File: src/rtl/mem_stage.sv
// Memory-access pipeline stage: forwards ALU/branch results and runs one
// load/store request/acknowledge transaction at a time toward write-back.
module mem_stage #(
    parameter int unsigned ADDR_W = 64,
    parameter int unsigned INST_W = 32,
    parameter int unsigned DATA_W = 64
) (
    input  logic              i_clk,
    input  logic              i_rst_n,
    input  logic              i_valid,
    input  logic [1:0]        i_type,
    input  logic [DATA_W-1:0] i_result,
    input  logic [DATA_W-1:0] i_store_data,
    input  logic [4:0]        i_rd_id,
    output logic              o_stall,
    output logic              o_d_req,
    output logic              o_d_we,
    output logic [ADDR_W-1:0] o_d_addr,
    output logic [DATA_W-1:0] o_d_wdata,
    input  logic              i_d_ack,
    input  logic [DATA_W-1:0] i_d_rdata,
    output logic [DATA_W-1:0] o_data,
    output logic [4:0]        o_rd_id,
    output logic [1:0]        o_type,
    output logic              o_valid,
    output logic              o_d_valid_data,
    output logic [DATA_W-1:0] o_d_data
);

    localparam logic [1:0] TYPE_LOAD  = 2'd0;
    localparam logic [1:0] TYPE_STORE = 2'd1;

    // The address is taken from the low bits of the result bus.
    if (ADDR_W > DATA_W || INST_W == 0) begin : g_param_check
        $error("mem_stage: ADDR_W must not exceed DATA_W and INST_W must be nonzero");
    end

    typedef enum logic [1:0] {
        IDLE       = 2'd0,
        LOAD_WAIT  = 2'd1,
        STORE_WAIT = 2'd2
    } state_e;

    state_e              state_q, state_d;
    logic                stall_q, stall_d;
    logic                d_req_q, d_req_d;
    logic                d_we_q, d_we_d;
    logic [ADDR_W-1:0]   d_addr_q, d_addr_d;
    logic [DATA_W-1:0]   d_wdata_q, d_wdata_d;
    logic [4:0]          ld_rd_q, ld_rd_d;
    logic [DATA_W-1:0]   data_q, data_d;
    logic [4:0]          rd_id_q, rd_id_d;
    logic [1:0]          type_q, type_d;
    logic                valid_q, valid_d;
    logic                d_valid_data_q, d_valid_data_d;
    logic [DATA_W-1:0]   d_data_q, d_data_d;
    logic                ack_c;

    // Ack only counts against a request that is already visible to memory.
    assign ack_c = i_d_ack && d_req_q;

    // Next-state and registered-output logic; result fields are pulses.
    always_comb begin
        state_d        = state_q;
        d_req_d        = d_req_q;
        d_we_d         = d_we_q;
        d_addr_d       = d_addr_q;
        d_wdata_d      = d_wdata_q;
        ld_rd_d        = ld_rd_q;
        data_d         = '0;
        rd_id_d        = '0;
        type_d         = '0;
        valid_d        = 1'b0;
        d_valid_data_d = 1'b0;
        d_data_d       = '0;

        unique case (state_q)
            IDLE: begin
                if (i_valid) begin
                    unique case (i_type)
                        TYPE_LOAD: begin
                            d_req_d   = 1'b1;
                            d_we_d    = 1'b0;
                            d_addr_d  = ADDR_W'(i_result);
                            d_wdata_d = '0;
                            ld_rd_d   = i_rd_id;
                            state_d   = LOAD_WAIT;
                        end
                        TYPE_STORE: begin
                            d_req_d   = 1'b1;
                            d_we_d    = 1'b1;
                            d_addr_d  = ADDR_W'(i_result);
                            d_wdata_d = i_store_data;
                            ld_rd_d   = '0;
                            state_d   = STORE_WAIT;
                        end
                        default: begin
                            valid_d = 1'b1;
                            data_d  = i_result;
                            rd_id_d = i_rd_id;
                            type_d  = i_type;
                        end
                    endcase
                end
            end
            LOAD_WAIT: begin
                if (ack_c) begin
                    d_req_d        = 1'b0;
                    d_we_d         = 1'b0;
                    d_addr_d       = '0;
                    d_wdata_d      = '0;
                    d_valid_data_d = 1'b1;
                    d_data_d       = i_d_rdata;
                    rd_id_d        = ld_rd_q;
                    type_d         = TYPE_LOAD;
                    state_d        = IDLE;
                end
            end
            STORE_WAIT: begin
                if (ack_c) begin
                    d_req_d   = 1'b0;
                    d_we_d    = 1'b0;
                    d_addr_d  = '0;
                    d_wdata_d = '0;
                    valid_d   = 1'b1;
                    type_d    = TYPE_STORE;
                    state_d   = IDLE;
                end
            end
            default: state_d = IDLE;
        endcase

        stall_d = (state_d != IDLE);
    end

    always_ff @(posedge i_clk or negedge i_rst_n) begin
        if (!i_rst_n) begin
            state_q        <= IDLE;
            stall_q        <= 1'b0;
            d_req_q        <= 1'b0;
            d_we_q         <= 1'b0;
            d_addr_q       <= '0;
            d_wdata_q      <= '0;
            ld_rd_q        <= '0;
            data_q         <= '0;
            rd_id_q        <= '0;
            type_q         <= '0;
            valid_q        <= 1'b0;
            d_valid_data_q <= 1'b0;
            d_data_q       <= '0;
        end else begin
            state_q        <= state_d;
            stall_q        <= stall_d;
            d_req_q        <= d_req_d;
            d_we_q         <= d_we_d;
            d_addr_q       <= d_addr_d;
            d_wdata_q      <= d_wdata_d;
            ld_rd_q        <= ld_rd_d;
            data_q         <= data_d;
            rd_id_q        <= rd_id_d;
            type_q         <= type_d;
            valid_q        <= valid_d;
            d_valid_data_q <= d_valid_data_d;
            d_data_q       <= d_data_d;
        end
    end

    assign o_stall        = stall_q;
    assign o_d_req        = d_req_q;
    assign o_d_we         = d_we_q;
    assign o_d_addr       = d_addr_q;
    assign o_d_wdata      = d_wdata_q;
    assign o_data         = data_q;
    assign o_rd_id        = rd_id_q;
    assign o_type         = type_q;
    assign o_valid        = valid_q;
    assign o_d_valid_data = d_valid_data_q;
    assign o_d_data       = d_data_q;

endmodule

File: config.mk
export PLATFORM = sky130hd
export DESIGN_NAME = mem_stage
export DESIGN_NICKNAME = d
export VERILOG_FILES = /design/src/rtl/mem_stage.sv
export SDC_FILE = /design/constraint.sdc
export NUM_CORES = 1
export LEC_CHECK = 0
export CAP_MARGIN = 20
export CORE_AREA = 2 2 181 183
export CTS_CLUSTER_SIZE = 20
export DETAILED_ROUTE_END_ITERATION = 8
export DIE_AREA = 0 0 183 185
export SLEW_MARGIN = 30
export SYNTH_ARGS = -nofsm -noshare
export SYNTH_HDL_FRONTEND = slang
export SYNTH_SLANG_ARGS = --single-unit
File: constraint.sdc
create_clock -name i_clk -period 2.3 [get_ports i_clk]
set_input_delay 0.575 -clock i_clk [delete_from_list [all_inputs] [get_ports i_clk]]
set_output_delay 0.575 -clock i_clk [all_outputs]
set_load 0.1 [all_outputs]
==> results_dict.tcl <==
set metrics [dict create \
    cts.clk_slew.worst_paths_ns 0.06 \
    fin_nets 1318 \
    cts_tree "built" \
    cpMaxStageDelayCell "dfrtp_1" \
    num_io_pins 471 \
    crit_path_start_kind "register" \
    dr.pass1.iters 4 \
    mostFrequentLayoutCells "dfrtp_1 (275), buf_4 (275), clkdlybuf4s50_1 (201), and2_1 (128), a22o_1 (128)" \
    h-tree-depth 1 \
    portBuffers 470 \
    critical_path_class "reg2reg" \
    drc 0 \
    hold_class "reg2reg" \
    grt_antenna_before_repair 0 \
    ys.flop_type "dfrtp_1" \
    end_kind "register" \
    yosysSeqAreaShare_pct 73.03 \
    finalHoldViolations 0 \
    drive_gt1_share_pct 30.27 \
    r2r_start "state_q[0]" \
    synth_adder_area_share_pct 0.6639 \
    viasPerCell 4.526 \
    fmax_mhz 498.8 \
    synth_mux_area_share_pct 0 \
    ys_warn_count 0 \
    syn_nets 841 \
    area_growth_pct 59.91 \
    dieHeight_um 185 \
    report.final.setup_viol 0 \
    rows 66 \
    initial_core_util_pct 29.41 \
    synth_compound_area_share_pct 13.41 \
    fin_crit_sh_pct 87.17 \
    drtIter0Drc 250 \
    slew_viol_final 0 \
    routed_wl_mm 29.27 \
    critPathMaxStageDelay_ns 0.44 \
    slew_headroom_pct 60.04 \
    final_cell_area_sq_mm 0.01507 \
    synthXorXnorAreaFrac_pct 0 \
    crit_chain "inv_1 > ha_1 > a21boi_1 > a211o_4 > buf_12 > a22o_1" \
    syn_area_sq_mm 0.009423 \
    cp.arrival_ns 2.43 \
    required_ns 2.73 \
    place_congestion 0.7402 \
    seqCellArea_sq_mm 0.006882 \
    crit_path_max_fanout 46 \
    grt_pass1_wl_mm 43.02 \
    cap_violations 0 \
    overflow 0 \
    synth_top_family_by_area "compound AO/OA/AOI/OAI gates" \
    hpwlAfterDp_mm 20.94 \
    diodes 0 \
    vias 6974 \
    grt_pass1_vias 7102 \
    postSynthCellCount 633 \
    post_cts_resized 0 \
    min_period_ns 2.005 \
    cts_hold_buf 1 \
    ant_nets 0 \
    worst_pin_slew_ns 0.5972 \
    synthArstFlopShare_pct 100.0 \
    grt_usage_pct 16.48 \
    synth.avg_cell_area_sq_um 14.89 \
    cts_root_buffer "clkbuf_16" \
    nFillCells 2883 \
    placed_area_sq_mm 0.01404 \
    worstSkewPairLatency_ns 0.55 \
    synth_cell_types 26 \
    synth-edff-count 0 \
    multi_input_comb_area_sq_mm 0.002307 \
    setup_tns_ns 0 \
    post-cts-setup-buffer-count 0 \
    rsz0062_at_grt "false" \
    grt_max_degree 81 \
    skew_ns 0.01533 \
    dieArea_sq_mm 0.03386 \
    cp-startpoint "state_q[0]" \
    cts_buffers 30 \
    wl_per_cell_um 19.00 \
    core-area_sq_mm 0.03204 \
    min_from "o_d_we" \
    outcome "finished clean" \
    cts_num_sinks 275 \
    yosys.area_share.simple_pct 10.13 \
    ys_seq_elements 275 \
    clock_tree.buffer_depth 3 \
    fp.dieW_um 183 \
]
-- state kept, by name, indices dropped and copies added, names as in the netlist, 2 cells and up --
name and cells:
o_data 64, o_d_wdata 64, o_d_addr 64, o_rd_id 5
o_d_data 64, o_type 2, ld_rd_q 5, state_q 2
-- layer usage --
metal  share of wire [%]  track usage [%]
met5                   0                0
met4                 2.3            4.544
met3                  10            6.272
met2                  48            27.83
met1                  40            19.73
-- final timing paths --
kind,endpoint,slack [ns],depth (start not counted)
worst max-delay path,o_d_addr[29],0.30,6
worst min-delay path,o_d_we,0.48,1
worst max register to register,o_d_addr[29],0.30,6
worst min register to register,o_d_we,0.48,1
max in group asynchronous,o_d_wdata[21],1.06,3
min in group asynchronous,o_data[0],0.49,2
-- synth_stat cells, types with 2 or more instances --
cell type	n	area, sq um
buf_2	4	20.02
and2_1	128	800.8
inv_1	2	7.510
a21o_1	3	22.52
ha_1	5	62.56
clkbuf_1	21	78.83
and3_1	3	18.77
nand2_1	5	18.77
a22oi_1	6	45.04
nand2b_1	7	43.79
nor2_1	11	41.29
o21ai_0	5	25.02
nand3b_1	2	15.01
a22o_1	128	1121
buf_1	9	33.78
dfrtp_1	275	6882
buf_6	10	112.6
-- through the flow --
stage / hold WS (ns) / worst slack (ns) / utilization, % / cells
floorplan: 0.2794 / 0.1721 / - / 633
global placement: 0.4617 / 0.07461 / 43.81 / 1485
detailed placement: 0.4592 / 0.04862 / 43.81 / 1485
CTS: 0.4566 / 0.2892 / 47.03 / 1541
global route: 0.4757 / 0.1625 / 47.03 / 1541
finish: 0.4780 / 0.2951 / 47.03 / 1541
-- logic make-up after synthesis --
| family | Yosys count |
|---|---|
| AO/OA/AOI/OAI | 148 |
| adder cells (fa/ha/maj) | 5 |
| buffers and inverters | 47 |
| flip-flops | 275 |
| AND/OR/NAND/NOR | 158 |
-- worst max-delay path: cells and delay by family, from the launching register on --
family                     cells  cell delay (ns)
adders and majority gates      1             0.34
DFF                            1             0.44
AOI/OAI and AO/OA              3             0.78
buffers and inverters          2             0.31
-- layout make-up --
cell class / count / area share (%)
inverters: 2 / 0.04982
multi-input cells: 311 / 15.31
clock inverters: 10 / 0.7390
clock buffers: 45 / 6.028
repair buffers: 490 / 28.81
flip-flops and latches: 275 / 45.67
well taps: 408 / 3.388
Power is left out: the tool's default activity adds up to more than one toggle a clock period on the data nets, which glitch-free logic cannot reach.
